==> config.mk <==
export PLATFORM = sky130hd
export DESIGN_NAME = silife_frame_buffer_flat
export DESIGN_NICKNAME = d
export VERILOG_FILES = /design/src/rtl/silife_pkg.sv /design/src/rtl/silife_frame_buffer_if.sv /design/src/rtl/silife_row_bank.sv /design/src/rtl/silife_frame_buffer.sv /design/src/flat_wrapper.sv
export SDC_FILE = /design/constraint.sdc
export NUM_CORES = 2
export LEC_CHECK = 0
export ABC_AREA = 1
export CORE_MARGIN = 1.5
export CORE_UTILIZATION = 50
export CTS_BUF_LIST = sky130_fd_sc_hd__clkbuf_4
export DETAILED_ROUTE_END_ITERATION = 10
export HOLD_SLACK_MARGIN = 0.06
export PLACE_DENSITY = 0.66
export SLEW_MARGIN = 20
export SYNTH_ARGS = -nofsm -noshare
export SYNTH_HDL_FRONTEND = slang
export SYNTH_SLANG_ARGS = --single-unit
==> constraint.sdc <==
create_clock -name clk -period 107 [get_ports clk]
set_input_delay 32.1 -clock clk [delete_from_list [all_inputs] [get_ports clk]]
set_output_delay 32.1 -clock clk [all_outputs]
set_load 0.01 [all_outputs]
==> src/rtl/silife_pkg.sv <==
// rtl/silife_pkg.sv - shared life-display constants and types
package silife_pkg;

  localparam int SILIFE_WIDTH    = 32;
  localparam int SILIFE_HEIGHT   = 32;
  localparam int SILIFE_ROW_BITS = $clog2(SILIFE_HEIGHT);

  typedef logic [SILIFE_ROW_BITS-1:0] row_t;

  // FILL: writer owns the back bank; WAIT_SWAP: committed, waiting for a frame boundary
  typedef enum logic {
    FB_FILL      = 1'b0,
    FB_WAIT_SWAP = 1'b1
  } fb_state_e;

endpackage

==> src/rtl/silife_frame_buffer_if.sv <==
// rtl/silife_frame_buffer_if.sv - writer/reader port bundle of the frame buffer
interface silife_frame_buffer_if
  import silife_pkg::*;
#(
  parameter int WIDTH  = SILIFE_WIDTH,
  parameter int HEIGHT = SILIFE_HEIGHT
);
  localparam int ROW_BITS = $clog2(HEIGHT);

  logic                i_wr_en;
  logic [ROW_BITS-1:0] i_wr_row;
  logic [WIDTH-1:0]    i_wr_data;
  logic                i_wr_commit;
  logic                o_wr_ready;
  logic [ROW_BITS-1:0] i_rd_row;
  logic [WIDTH-1:0]    o_rd_cells;
  logic                i_rd_idle;
  logic                o_swap_pending;
  logic [7:0]          o_frame_count;

  modport master (
    output i_wr_en, i_wr_row, i_wr_data, i_wr_commit, i_rd_row, i_rd_idle,
    input  o_wr_ready, o_rd_cells, o_swap_pending, o_frame_count
  );

  modport slave (
    input  i_wr_en, i_wr_row, i_wr_data, i_wr_commit, i_rd_row, i_rd_idle,
    output o_wr_ready, o_rd_cells, o_swap_pending, o_frame_count
  );

endinterface

==> src/rtl/silife_row_bank.sv <==
// rtl/silife_row_bank.sv - one HEIGHT x WIDTH flop bank, sync write, comb read
module silife_row_bank #(
  parameter int WIDTH    = 32,
  parameter int HEIGHT   = 32,
  parameter int ROW_BITS = $clog2(HEIGHT)
) (
  input  logic                clk,
  input  logic                reset,
  input  logic                wr_en,
  input  logic [ROW_BITS-1:0] wr_row,
  input  logic [WIDTH-1:0]    wr_data,
  input  logic [ROW_BITS-1:0] rd_row,
  output logic [WIDTH-1:0]    rd_data
);

  logic [WIDTH-1:0] mem [HEIGHT];
  logic             wr_in_range;
  logic             rd_in_range;

  // Row indices past HEIGHT only exist for non-power-of-2 heights
  assign wr_in_range = {1'b0, wr_row} < (ROW_BITS+1)'(HEIGHT);
  assign rd_in_range = {1'b0, rd_row} < (ROW_BITS+1)'(HEIGHT);

  // Row storage: cleared on reset, one row written per cycle
  always_ff @(posedge clk or posedge reset) begin
    if (reset) begin
      for (int i = 0; i < HEIGHT; i++) mem[i] <= '0;
    end else if (wr_en && wr_in_range) begin
      mem[wr_row] <= wr_data;
    end
  end

  assign rd_data = rd_in_range ? mem[rd_row] : '0;

endmodule

==> src/rtl/silife_frame_buffer.sv <==
// rtl/silife_frame_buffer.sv - double-buffered cell store swapped at display frame boundaries
module silife_frame_buffer
  import silife_pkg::*;
#(
  parameter int WIDTH  = SILIFE_WIDTH,
  parameter int HEIGHT = SILIFE_HEIGHT
) (
  input logic                  clk,
  input logic                  reset,
  silife_frame_buffer_if.slave bus
);

  localparam int ROW_BITS = $clog2(HEIGHT);

  fb_state_e           state;
  fb_state_e           state_next;
  logic                front;
  logic [7:0]          frame_count;
  logic [ROW_BITS-1:0] prev_row;
  logic                boundary;
  logic                wr_ready;
  logic                pending;
  logic                do_swap;
  logic                write_ok;
  logic                commit_ok;
  logic [WIDTH-1:0]    rd_bank0;
  logic [WIDTH-1:0]    rd_bank1;

  // Display wrapped to row 0 (new frame) or is not scanning at all
  assign boundary  = (bus.i_rd_row == '0 && prev_row != '0) || bus.i_rd_idle;
  assign write_ok  = bus.i_wr_en && wr_ready;
  assign commit_ok = bus.i_wr_commit && wr_ready;

  // State register
  always_ff @(posedge clk or posedge reset) begin
    if (reset) state <= FB_FILL;
    else       state <= state_next;
  end

  // Next state: commit arms the swap, a boundary while armed completes it
  always_comb begin
    state_next = state;
    case (state)
      FB_FILL:      if (commit_ok) state_next = FB_WAIT_SWAP;
      FB_WAIT_SWAP: if (boundary)  state_next = FB_FILL;
      default:      state_next = FB_FILL;
    endcase
  end

  // Outputs: a commit landing on a boundary cycle is still FILL, so it cannot swap that cycle
  always_comb begin
    wr_ready = 1'b0;
    pending  = 1'b0;
    do_swap  = 1'b0;
    case (state)
      FB_FILL:      wr_ready = 1'b1;
      FB_WAIT_SWAP: begin
        pending = 1'b1;
        do_swap = boundary;
      end
      default:      wr_ready = 1'b1;
    endcase
  end

  // Bank select, generation counter and row history for boundary detect
  always_ff @(posedge clk or posedge reset) begin
    if (reset) begin
      front       <= 1'b0;
      frame_count <= '0;
      prev_row    <= '0;
    end else begin
      prev_row <= bus.i_rd_row;
      if (do_swap) begin
        front       <= ~front;
        frame_count <= frame_count + 8'd1;
      end
    end
  end

  silife_row_bank #(.WIDTH(WIDTH), .HEIGHT(HEIGHT), .ROW_BITS(ROW_BITS)) u_bank0 (
    .clk     (clk),
    .reset   (reset),
    .wr_en   (write_ok && front),
    .wr_row  (bus.i_wr_row),
    .wr_data (bus.i_wr_data),
    .rd_row  (bus.i_rd_row),
    .rd_data (rd_bank0)
  );

  silife_row_bank #(.WIDTH(WIDTH), .HEIGHT(HEIGHT), .ROW_BITS(ROW_BITS)) u_bank1 (
    .clk     (clk),
    .reset   (reset),
    .wr_en   (write_ok && !front),
    .wr_row  (bus.i_wr_row),
    .wr_data (bus.i_wr_data),
    .rd_row  (bus.i_rd_row),
    .rd_data (rd_bank1)
  );

  assign bus.o_rd_cells     = front ? rd_bank1 : rd_bank0;
  assign bus.o_wr_ready     = wr_ready;
  assign bus.o_swap_pending = pending;
  assign bus.o_frame_count  = frame_count;

endmodule
==> src/flat_wrapper.sv <==
// flat-port wrapper written by rule: the top's interface ports become plain ports
module silife_frame_buffer_flat import silife_pkg::*;
#(
  parameter int WIDTH  = SILIFE_WIDTH,
  parameter int HEIGHT = SILIFE_HEIGHT
)
  (clk, reset, bus_i_wr_en, bus_i_wr_row, bus_i_wr_data, bus_i_wr_commit, bus_i_rd_row, bus_i_rd_idle, bus_o_wr_ready, bus_o_rd_cells, bus_o_swap_pending, bus_o_frame_count);
  silife_frame_buffer_if #(.WIDTH(WIDTH), .HEIGHT(HEIGHT)) bus_i ();
  input logic clk;
  input logic reset;
  input wire logic [$bits(bus_i.i_wr_en)-1:0] bus_i_wr_en;
  input wire logic [$bits(bus_i.i_wr_row)-1:0] bus_i_wr_row;
  input wire logic [$bits(bus_i.i_wr_data)-1:0] bus_i_wr_data;
  input wire logic [$bits(bus_i.i_wr_commit)-1:0] bus_i_wr_commit;
  input wire logic [$bits(bus_i.i_rd_row)-1:0] bus_i_rd_row;
  input wire logic [$bits(bus_i.i_rd_idle)-1:0] bus_i_rd_idle;
  output wire logic [$bits(bus_i.o_wr_ready)-1:0] bus_o_wr_ready;
  output wire logic [$bits(bus_i.o_rd_cells)-1:0] bus_o_rd_cells;
  output wire logic [$bits(bus_i.o_swap_pending)-1:0] bus_o_swap_pending;
  output wire logic [$bits(bus_i.o_frame_count)-1:0] bus_o_frame_count;
  assign bus_i.i_wr_en = bus_i_wr_en;
  assign bus_i.i_wr_row = bus_i_wr_row;
  assign bus_i.i_wr_data = bus_i_wr_data;
  assign bus_i.i_wr_commit = bus_i_wr_commit;
  assign bus_i.i_rd_row = bus_i_rd_row;
  assign bus_i.i_rd_idle = bus_i_rd_idle;
  assign bus_o_wr_ready = bus_i.o_wr_ready;
  assign bus_o_rd_cells = bus_i.o_rd_cells;
  assign bus_o_swap_pending = bus_i.o_swap_pending;
  assign bus_o_frame_count = bus_i.o_frame_count;
  silife_frame_buffer #(.WIDTH(WIDTH), .HEIGHT(HEIGHT)) u_core (.clk(clk), .reset(reset), .bus(bus_i));
endmodule
==> results_dict.tcl <==
set metrics [dict create \
    ff2ff_setup_slack_ns 103.73 \
    required_ns 74.90 \
    finalHoldViolCount 0 \
    syn_avg_cell_area_um2 8.06 \
    synth_top_family_by_area "simple AND/OR/NAND/NOR gates" \
    synth_nets 11599 \
    numCtsBuffers 562 \
    drive_gt1_share_pct 9.75 \
    cp-end-kind "primary output" \
    async_flop_share_pct 100 \
    synth_fa_ha_area_share_pct 0.0134 \
    gr-total-overflow 0 \
    reg2reg_from "u_core.front" \
    ys_types 25 \
    wl_per_cell_um 21.5 \
    synth_largest_area_cell "dfrtp_1" \
    gp_congestion 0.930 \
    combPwrFrac_pct 15.5 \
    post_cts_buffers 0 \
    synth-edff-count 0 \
    clkSinkCount 2063 \
    fin_nets 11383 \
    hold_buffers 0 \
    wl_met2_um 136000 \
    coreArea_um2 185000 \
    peakVddDrop_mv 0.0145 \
    avgViaCountPerCell 5.83 \
    num_rows 158 \
    crit_path_start_kind "input pin" \
    synthTopCellsByCount "nand2_1, dfrtp_1, nand3_1, o21ai_1, o21ai_0" \
    cts-root-buf "clkbuf_4" \
    grt_max_degree 225 \
    drt_iter0_drc 10458 \
    p_sw_mw 0.592 \
    wl_um 305000 \
    setup_viol 0 \
    synth_compound_area_share_pct 11.0 \
    die_h_um 435 \
    path_clk_slew_ns 0.06 \
    ys_seq_elements 2063 \
    worst_ep_arrival_time_ns 38.51 \
    worst_pin_slew_ns 1.32 \
    crit_fanout 224 \
    ctsResizeCount 0 \
    met3_length_um 28600 \
    antenna_found_initial 17 \
    drcViolationCount 0 \
    p_int_mw 1.38 \
    dieArea_um2 189000 \
    port_buffers 88 \
    ys.flop_type "dfrtp_1" \
    fin_skew_ns 0.0577 \
    synth.mux.area_fraction_pct 0 \
    grt_pass1_wl_um 469000 \
    top_layer "met5" \
    ant_nets 0 \
    yosysMostFrequentCell "nand2_1" \
    fp.dieW_um 435 \
    fill_cells 17545 \
    ys_seq_area_share_pct 55.4 \
    cellPowerDensity_nw_per_um2 19.6 \
    io_pins 89 \
    power.share.clock_pct 35.1 \
    netlist_instances 11551 \
    via_count 82657 \
    drv_slew 0 \
    fin_crit_ns 70.61 \
    switching_share_pct 30.0 \
    power_mw 1.97 \
    finalCritPeriodShare_pct 66.0 \
    grt_pass1_vias 78822 \
    worstRegToRegCells 6 \
    synth_xor_area_share_pct 0.0564 \
    pwr-share-seq_pct 49.4 \
    areaGrowthSynthToFinish_pct 8.23 \
    cts_max_level 6 \
    tns_ns 0 \
    dr.pass1.iters 7 \
    synth.top_cell.area_share_pct 55.4 \
    drv_cap 0 \
    track_usage_pct 32.3 \
    clock.fmax_mhz 14.2 \
    synthSimpleGateAreaFrac_pct 28.4 \
    hold_depth 2 \
    max_slew_margin_pct 12.0 \
    fin_util_pct 54.4 \
    initial_core_util_pct 50.3 \
    clk_latency_ns 1.41 \
    cts_buffer_depth 4 \
    rsz0062_at_grt "no" \
    reg2reg_to "u_core.u_bank0.mem[672]" \
    hpwl_um 154000 \
    synthesis.area_um2 93100 \
    cts_tree "built" \
    yosysWarnings 0 \
    met1_length_um 127000 \
    min_to "u_core.u_bank1.mem[216]" \
    synth_top_cells_by_area "dfrtp_1, nand2_1, nand3_1" \
    path_class "input pin to primary output" \
    hold_path_class "flip-flop to flip-flop" \
    outcome "complete, no violations" \
    min_from "u_core.u_bank1.mem[216]" \
    p_leak_nw 46.3 \
]
## logic make-up after synthesis
group,after synthesis
adders and majority gates,1
xor gates and xnor gates,6
DFF,2063
and+or+nand+nor,6347
AOI/OAI and AO/OA,2054
buffers and inverters,1080
## flip-flops by register name, indices dropped and copies added (netlist names)
signal	count
u_core.state	1
u_core.bus.o_frame_count	8
u_core.front	1
u_core.u_bank0.mem	1024
u_core.prev_row	5
u_core.u_bank1.mem	1024
## cells in the final DEF (no fill, tap or decap)
cell | synthesis | routed
clkinv_1 | 32 | 50
dfrtp_1 | 2063 | 2063
inv_6 | 0 | 1
buf_16 | 0 | 2
ha_1 | 1 | 1
clkbuf_4 | 0 | 833
buf_12 | 2 | 5
buf_8 | 0 | 3
nor3_1 | 2 | 2
inv_8 | 0 | 4
nand2_4 | 20 | 20
nor4_1 | 1 | 1
clkdlybuf4s50_1 | 0 | 83
bufinv_16 | 0 | 5
inv_2 | 6 | 49
nand2_1 | 4364 | 4337
diode_2 | 0 | 16
nor3_4 | 1 | 2
xor2_1 | 4 | 4
xnor2_1 | 2 | 2
clkinv_2 | 0 | 17
nand2_2 | 17 | 44
inv_1 | 14 | 11
buf_6 | 1 | 5
o21ai_0 | 859 | 859
o21ai_1 | 1194 | 1194
o21bai_1 | 1 | 1
nor2_1 | 39 | 39
buf_4 | 109 | 150
nand3_1 | 1902 | 1902
## per-stage QoR
| step | hold slack (ns) | cells | instance area [µm²] | worst slack (ns) |
|---|---|---|---|---|
| 2_1_floorplan | 0.453 | 11551 | 93100 | 16.63 |
| 4_1_cts | 0.486 | 14167 | 101000 | 36.39 |
| 6_report | 0.481 | 14185 | 101000 | 36.39 |
| 3_3_place_gp | 0.465 | 13249 | 93900 | 36.40 |
| 5_1_grt | 0.495 | 14182 | 101000 | 36.09 |
| 3_5_place_dp | 0.472 | 13249 | 93900 | 36.39 |
## final cells by class
type                            instances  area, µm²  share of cell area [%]
Antenna cell                           16       40.0                  0.0397
Timing Repair Buffer                  248       2210                    2.20
Inverter                               52        230                   0.228
Tap cell                             2480       3100                    3.08
Clock buffer                          833       6250                    6.21
Multi-Input combinational cell       8408      36800                    36.6
Clock inverter                         85        472                   0.468
Sequential cell                      2063      51600                    51.2
## layer usage
layer / up-vias / global-route usage [%]
li1: 37890 / -
met1: 40062 / 44.0
met2: 4063 / 49.5
met3: 632 / 6.91
met4: 10 / 14.6
met5: - / 0
## how the worst max path moves through the flow
stage	start	to	slack [ns]	cells past startpoint
after floorplan	reset	u_core.bus.o_frame_count[0]	16.63	1
after global placement	bus_i_rd_row[0]	bus_o_rd_cells[18]	36.40	15
after detailed placement	bus_i_rd_row[0]	bus_o_rd_cells[18]	36.39	15
after CTS	bus_i_rd_row[0]	bus_o_rd_cells[12]	36.39	15
after global routing	bus_i_rd_row[0]	bus_o_rd_cells[5]	36.09	15
final	bus_i_rd_row[0]	bus_o_rd_cells[21]	36.39	15
## worst max-delay path, cell delays in order
cell and delay [ns]:
buf_8 0.30, buf_4 0.67, buf_4 0.79, buf_4 0.93, buf_12 0.69, buf_4 0.94
nand2_1 0.12, nand3_1 0.13, nand3_1 0.09, nand2_1 0.10, nand2_1 0.05, nand3_1 0.31
nand3_1 0.12, nand2_1 0.15, clkdlybuf4s50_1 0.55
## power groups by stage
stage	Clock [mW]	Sequential, mW	Combinational (mW)
CTS	0.704	0.971	0.304
global route	0.746	0.987	0.348
finish	0.692	0.975	0.306
detailed placement	0	0.984	0.303
global placement	0	0.980	0.294
floorplan	0	0.978	0.218
Note: power is estimated with default switching activity, not from simulation.
